File: config.mk
export PLATFORM = sky130hd
export DESIGN_NAME = cpu_run_controller
export DESIGN_NICKNAME = d
export VERILOG_FILES = /design/src/rtl/cpu_run_controller.sv
export SDC_FILE = /design/constraint.sdc
export NUM_CORES = 1
export LEC_CHECK = 0
export CAP_MARGIN = 20
export CORE_MARGIN = 4
export CORE_UTILIZATION = 56
export CTS_CLUSTER_SIZE = 25
export DETAILED_ROUTE_END_ITERATION = 6
export DONT_BUFFER_PORTS = 1
export PLACE_DENSITY = 0.79
export SYNTH_ARGS = -nofsm -noshare
export SYNTH_HDL_FRONTEND = slang
export SYNTH_SLANG_ARGS = --single-unit
File: constraint.sdc
create_clock -name i_clk -period 3 [get_ports i_clk]
set_input_delay 0.9 -clock i_clk [delete_from_list [all_inputs] [get_ports i_clk]]
set_output_delay 0.9 -clock i_clk [all_outputs]
set_load 0.02 [all_outputs]
File: src/rtl/cpu_run_controller.sv
// Run/step/breakpoint sequencer gating the CPU clock enable. All start/stop
// decisions land on instruction boundaries; the phase counter tracks position.
module cpu_run_controller #(
  parameter int AW      = 5,
  parameter int PHASES  = 8,
  parameter int CNT_W   = 16,
  parameter int TIMEOUT = 2500
) (
  input  logic             i_clk,
  input  logic             i_rst_n,
  input  logic             i_run_req,
  input  logic             i_step_req,
  input  logic             i_stop_req,
  input  logic             i_bp_en,
  input  logic [AW-1:0]    i_bp_addr,
  input  logic [AW-1:0]    i_pc_in,
  input  logic             i_halt_in,
  output logic             o_cpu_en,
  output logic [1:0]       o_state,
  output logic             o_at_boundary,
  output logic             o_bp_hit,
  output logic             o_timeout,
  output logic [CNT_W-1:0] o_instr_count,
  output logic [CNT_W-1:0] o_cycle_count
);

  localparam int PH_W = (PHASES > 2) ? $clog2(PHASES) : 1;
  localparam logic [PH_W-1:0]  LAST_PH = PH_W'(PHASES - 1);
  localparam logic [CNT_W-1:0] SAT     = '1;
  localparam logic [CNT_W-1:0] TO_LIM  = CNT_W'(TIMEOUT);
  localparam bit               TO_ON   = (TIMEOUT != 0);

  typedef enum logic [1:0] {
    ST_STOPPED = 2'd0,
    ST_RUN     = 2'd1,
    ST_STEP    = 2'd2,
    ST_HALTED  = 2'd3
  } state_t;

  state_t           r_state;
  logic [PH_W-1:0]  r_phase;
  logic [CNT_W-1:0] r_instr_count;
  logic [CNT_W-1:0] r_cycle_count;
  logic [CNT_W-1:0] r_run_cycles;
  logic             r_armed;
  logic             r_stop_pending;
  logic             r_halt_seen;
  logic             r_bp_hit;
  logic             r_timeout;

  logic             w_en;
  logic             w_last;
  logic             w_halt;
  logic             w_stop;
  logic             w_bp;
  logic             w_to;
  logic [CNT_W-1:0] w_run_nxt;

  function automatic logic [CNT_W-1:0] sat_inc(input logic [CNT_W-1:0] v);
    return (v == SAT) ? v : v + 1'b1;
  endfunction

  assign w_en      = (r_state == ST_RUN) || (r_state == ST_STEP);
  assign w_last    = w_en && (r_phase == LAST_PH);
  assign w_halt    = i_halt_in || r_halt_seen;
  // A stop request arriving on the boundary cycle itself still stops here.
  assign w_stop    = r_stop_pending || i_stop_req;
  assign w_bp      = i_bp_en && r_armed && (i_pc_in == i_bp_addr);
  assign w_run_nxt = sat_inc(r_run_cycles);
  // Timeout counts the current enabled cycle, so TIMEOUT cycles stop exactly.
  assign w_to      = TO_ON && (w_run_nxt >= TO_LIM);

  always_ff @(posedge i_clk or negedge i_rst_n) begin
    if (!i_rst_n) begin
      r_state        <= ST_STOPPED;
      r_phase        <= '0;
      r_instr_count  <= '0;
      r_cycle_count  <= '0;
      r_run_cycles   <= '0;
      r_armed        <= 1'b0;
      r_stop_pending <= 1'b0;
      r_halt_seen    <= 1'b0;
      r_bp_hit       <= 1'b0;
      r_timeout      <= 1'b0;
    end else begin
      case (r_state)
        ST_STOPPED: begin
          if (!i_stop_req && (i_step_req || i_run_req)) begin
            r_state        <= i_step_req ? ST_STEP : ST_RUN;
            r_armed        <= 1'b0;
            r_bp_hit       <= 1'b0;
            r_timeout      <= 1'b0;
            r_stop_pending <= 1'b0;
            r_halt_seen    <= 1'b0;
            r_run_cycles   <= '0;
          end
        end
        ST_RUN, ST_STEP: begin
          r_phase       <= w_last ? '0 : r_phase + 1'b1;
          r_cycle_count <= sat_inc(r_cycle_count);
          r_run_cycles  <= w_run_nxt;
          if (i_stop_req) r_stop_pending <= 1'b1;
          if (!w_last) begin
            if (i_halt_in) r_halt_seen <= 1'b1;
          end else begin
            r_instr_count <= sat_inc(r_instr_count);
            if (w_halt) begin
              r_state <= ST_HALTED;
            end else if (r_state == ST_STEP || w_stop) begin
              r_state        <= ST_STOPPED;
              r_stop_pending <= 1'b0;
            end else if (w_bp) begin
              r_state  <= ST_STOPPED;
              r_bp_hit <= 1'b1;
            end else if (w_to) begin
              r_state   <= ST_STOPPED;
              r_timeout <= 1'b1;
            end else begin
              r_armed <= 1'b1;
            end
          end
        end
        default: ;
      endcase
    end
  end

  assign o_cpu_en      = w_en;
  assign o_state       = r_state;
  assign o_at_boundary = (r_phase == '0);
  assign o_bp_hit      = r_bp_hit;
  assign o_timeout     = r_timeout;
  assign o_instr_count = r_instr_count;
  assign o_cycle_count = r_cycle_count;

endmodule

# After elaboration in Yosys (flattened, before gate mapping)
# Cells that the tools add are included.
classes:
  eq_ne: 18
  reduce_logical: 22
  order_cmp: 1
  n_mux: 38
  addsub: 4
  bitwise: 2
ops:
  columns: ["cell", "count"]
  rows:
  - ["adder 16 x 1 -> 16 bit, second input constant", 3]
  - ["== test 16 bit, second input constant", 3]
  - ["2-to-1 mux 16 bit", 2]
  - ["one-hot mux 16 bit (2 select lines)", 1]
  - ["2-to-1 mux 1 bit", 21]
  - ["inequality test 2 bit, second input constant", 10]
  - ["greater-or-equal comparator 16 x 12 -> 1 bit, second input constant", 1]
  - ["2-to-1 mux 2 bit", 7]
  - ["AND reduction 7 bit", 2]
  - ["one-hot mux 1 bit (2 select lines)", 5]
  - ["AND reduction 4 bit", 2]
  - ["AND reduction 6 bit", 1]
  - ["== test 5 bit", 1]
  - ["logical OR 1 bit", 5]
  - ["inequality test 5 bit, second input constant", 1]
  - ["logical AND 1 bit", 4]
  - ["one-hot mux 2 bit (2 select lines)", 1]
  - ["AND reduction 2 bit", 2]
  - ["adder 3 x 1 -> 3 bit, second input constant", 1]
  - ["== test 3 bit, second input constant", 1]
  - ["zero test 3 bit", 1]
  - ["2-to-1 mux 3 bit", 1]
  - ["AND reduction 3 bit", 1]
  - ["== test 2 x 1 -> 1 bit, second input constant", 1]
  - ["other kinds (6)", 7]
totals:
  inputBits: 17
  out_inout_bits: 38
  reg_bits: 58

# Logic depth before layout (Yosys ltp)
depth:
  depth_word: 9
  mapped_depth: 9
  depth_no_buf: 8

# Least setup slack after synthesis
# No wires, ideal clock.
synth_timing:
  path_type: "reg2reg"
  from: "register r_run_cycles[0]"
  to: "register r_state[1] (netlist: o_state[1])"
  path_slack_ps: 644
  t_required_ps: 2855
  path_buffers: 1
  arrival_ps: 2211
  path_stages_with_launch: 10
  setup_ps: 145
  path_cell_list: "dfrtp_1 > ha_1 > and3_1 > buf_6 > nand4_4 > nand3_2 > xnor2_1 > a2111o_1 > o311ai_1 > a211oi_1"
synth_between:
  elab_chain_len: 5
  word_cells_on_any_way: 6
  cone_classes: "add/sub (1); order compare (1); eq/ne (2); mux (1); reduce/logical (1)"
synth_rtl:
  columns: ["element", "line", "rtl"]
  rows:
  - ["from (decl)", "44", "logic [CNT_W-1:0] r_run_cycles;"]
  - ["from (signal assigned)", "101", "r_run_cycles <= w_run_nxt;"]
  - ["adder 16 x 1 -> 16 bit / == test 16 bit (equally long branches)", "60", "return (v == SAT) ? v : v + 1'b1;"]
  - ["2-to-1 mux 16 bit (*)", "60", null]
  - ["greater-or-equal comparator 16 x 12 -> 1 bit (*)", "71", "assign w_to = TO_ON && (w_run_nxt >= TO_LIM);"]
  - ["inequality test 5 bit (no source line) (*)", null, null]
  - ["AND reduction 4 bit (no source line) (*)", null, null]
  - ["to (signal assigned)", "89", "r_state <= i_step_req ? ST_STEP : ST_RUN;"]
  - ["to (decl)", "40", "state_t r_state;"]
# Mark *: on every way between the ends. The rest lies on a longest branch, timed or not.
# A chain may end at the register's enable or synchronous reset.

# Worst setup path after layout
# Ends and elaborated chain as after synthesis.

==> flow_metrics.py <==
metrics = {
    "setup_path": {
        "crit_path_max_fanout": 6,
        "crit_path_top_delay_cell": "dfrtp_1",
        "crit_path_frequent_cell": "a211oi_1",
        "crit_required_ps": 3210,
        "path_class": "reg -> reg",
        "cp_slowest_stage_delay_ps": 430,
        "regToRegSetupSlack_ps": 260,
        "endpoint_kind": "flip-flop",
        "start_kind": "flip-flop",
        "cp.arrival_ps": 2950,
        "critPathBufInv": 0,
        "critPathTopFamily": "compound AO/OA/AOI/OAI gates",
        "crit_chain": "ha_1 > and3_1 > nand3_2 > a311oi_1 > a211oi_1 > a2111o_1 > o311ai_1 > a211oi_1",
    },
    "status": {
        "status": "complete, no violations",
    },
    "cells_and_area": {
        "layout-drive-gt1-share_pct": 11.3,
        "nNetsFinal": 375,
        "diodes": 0,
        "postLayoutCellArea_um2": 3580,
        "area_growth_pct": 5.89,
    },
    "floorplan": {
        "die_height_um": 85.7,
        "dieArea_um2": 7340,
        "num_io_pins": 55,
        "fp.coreArea_um2": 5890,
        "die_width_um": 85.7,
        "fp-row-count": 28,
        "initial_core_util_pct": 57.4,
    },
    "power": {
        "p_per_area_nw_per_um2": 830,
        "internal-power_w": 0.00172,
        "clkPwrFrac_pct": 24.6,
        "total_power_w": 0.00297,
        "p_sw_w": 0.00125,
        "ir_drop_mv": 0.689,
        "switching_share_pct": 42.0,
        "leakage_nw": 1.59,
        "power_frac_comb_pct": 35.2,
        "power.share.sequential_pct": 40.1,
    },
    "global_routing": {
        "gr-total-overflow": 0,
        "grt_max_degree": 59,
        "antenna_found_initial": 0,
        "gr-usage-all-layers_pct": 20.4,
        "grt_pass1_wl_mm": 11.8,
        "first_global_vias": 2523,
    },
    "synthesis": {
        "synth_nets": 374,
        "synth_top_area_share_pct": 43.0,
        "synth_top_area_cell": "dfrtp_1",
        "syn_area_per_cell_um2": 9.68,
        "yosysSeqAreaShare_pct": 43.0,
        "synth_most_common_cell": "dfrtp_1",
        "syn_area_um2": 3380,
        "ys_seq_elements": 58,
        "async_flop_share_pct": 100,
        "ys.flop_type": "dfrtp_1",
        "yosysWarnings": 0,
        "synth_edf_count": 0,
        "synth_common_cells": "dfrtp_1 (58), nand2_1 (36), nor2_1 (28), o21ai_0 (19), xnor2_1 (19)",
        "syn_inst": 349,
        "yosys-top-cells-area": "dfrtp_1 (43%), xnor2_1 (4.9%), xor2_1 (4.1%), nand2_1 (4.0%), nor2_1 (3.1%)",
        "ys_types": 59,
    },
    "timing": {
        "maxSlewHeadroom_pct": 57.8,
        "skew_ps": 12.6,
        "setup_viol": 0,
        "max_freq_mhz": 365,
        "whs_ps": 240,
        "tightest_slew_ps": 634,
        "tns_ps": 0,
        "report.final.hold_viol_count": 0,
        "slew_violations": 0,
        "finalCriticalPeriod_ps": 2740,
        "rsz0062_at_grt": "false",
        "post-route-period-util_pct": 91.3,
    },
    "clocking": {
        "numCtsBuffers": 9,
        "clkTransAtPathRegs_ps": 70,
        "cts.sinks": 58,
        "cts_tree": "done",
        "clockBufferDepth": 2,
        "h-tree-depth": 3,
        "hold_buffers": 0,
        "clk_latency_ps": 340,
        "clockRootBuffer": "clkbuf_8",
        "cts_setup_buffers": 0,
        "cts_resized": 0,
    },
    "route": {
        "remaining_drc_errors": 0,
        "drt_first_pass_iters": 4,
        "wl_per_cell_um": 16.2,
        "vias": 2618,
        "vias_per_cell": 6.09,
        "ant_nets": 0,
        "drtIter0Drc": 161,
        "wirelength_mm": 6.95,
    },
    "placed_design": {
        "hpwl_mm": 4.92,
        "dpl-instance-area_um2": 3370,
        "gp_congestion": 0.899,
        "numPortBuffers": 0,
    },
    "flow_run": {
        "max_cap_viol_count": 0,
    },
    "min_path": {
        "hp-class": "in -> async",
    },
}
placed cells by master, fill, tap and decap left out, drive strengths merged, types with 2 or more instances in the layout:
| master | Yosys | final |
|---|---|---|
| a2111o | 2 | 2 |
| a211oi | 5 | 5 |
| a21oi | 16 | 16 |
| a311oi | 2 | 2 |
| a31oi | 7 | 7 |
| and2 | 9 | 9 |
| and3 | 6 | 6 |
| and4 | 5 | 5 |
| buf | 7 | 4 |
| clkbuf | 7 | 10 |
| clkinv | 0 | 3 |
| dfrtp | 58 | 58 |
| ha | 8 | 8 |
| inv | 17 | 18 |
| mux2 | 3 | 3 |
| mux2i | 3 | 3 |
| nand2 | 36 | 36 |
| nand2b | 4 | 4 |
| nand3 | 21 | 21 |
| nand4 | 10 | 10 |
| nor2 | 28 | 28 |
| nor2b | 3 | 3 |
| nor3 | 12 | 12 |
| nor4 | 3 | 3 |
| o21ai | 19 | 19 |
| o22ai | 2 | 2 |
| o311a | 2 | 2 |
| o31ai | 2 | 2 |
| or3 | 2 | 2 |
| xnor2 | 19 | 19 |
| xor2 | 16 | 16 |
sequential cells by signal, indices dropped and copies added, names as in the netlist, 2 cells and up:
signal	cells
r_phase	3
o_cycle_count	16
o_instr_count	16
o_state	2
r_run_cycles	16
power by group through the flow:
| stage | clock, W | combinational (W) | sequential [W] |
|---|---|---|---|
| 2_1_floorplan | 0 | 0.000869 | 0.00116 |
| 3_3_place_gp | 0 | 0.000998 | 0.00119 |
| 3_5_place_dp | 0 | 0.00104 | 0.00120 |
| 4_1_cts | 0.000746 | 0.00104 | 0.00119 |
| 5_1_grt | 0.000789 | 0.00117 | 0.00122 |
| 6_report | 0.000731 | 0.00105 | 0.00119 |
per-stage QoR:
step           instances  utilization, %  setup WS (ps)
2_1_floorplan        349               -            644
3_3_place_gp         414            57.3            466
3_5_place_dp         414            57.3            334
4_1_cts              430            60.8            317
5_1_grt              430            60.8            160
6_report             430            60.8            260
worst register-to-register path, cell delays in order (launching register included):
cell and delay [ps]:
dfrtp_1 430, ha_1 310, and3_1 370, nand3_2 140, a311oi_1 300, a211oi_1 100, a2111o_1 430, o311ai_1 390
a211oi_1 130
per-layer routing:
metal / part of all wire, % / GRT usage (%) / up-vias
li1: - / - / 1244
met1: 42 / 25.0 / 1278
met2: 49 / 32.9 / 83
met3: 7.4 / 6.24 / 13
met4: 1.7 / 9.64 / 0
met5: 0 / 0 / -
cells by family after synthesis:
group	after synthesis	share of synthesized area, %
and+or+nand+nor	142	23.6
buffers and inverters	31	5.67
AOI/OAI and AO/OA	69	13.8
muxes	6	1.89
DFF	58	43.0
adders and majority gates	8	2.96
xor gates and xnor gates	35	9.08
final timing paths:
path                                       from                 to  cells past startpoint
worst min register to register          r_armed            r_armed                      1
worst min-delay path                    i_rst_n         r_phase[1]                      0
worst max-delay path            r_run_cycles[0]         o_state[1]                      8
max in group asynchronous               i_rst_n  o_instr_count[15]                      0
min in group i_clk                      r_armed            r_armed                      1
worst max register to register  r_run_cycles[0]         o_state[1]                      8
area by class of cell:
cell class	count	area (um2)
fillers	510	2310
clock inverters	6	65.1
well taps	75	93.8
inverters	17	63.8
multi-input cells	260	1730
clock buffers	10	138
repair buffers	4	30.0
flip-flops and latches	58	1450
Power figures use the tool's default switching activity.
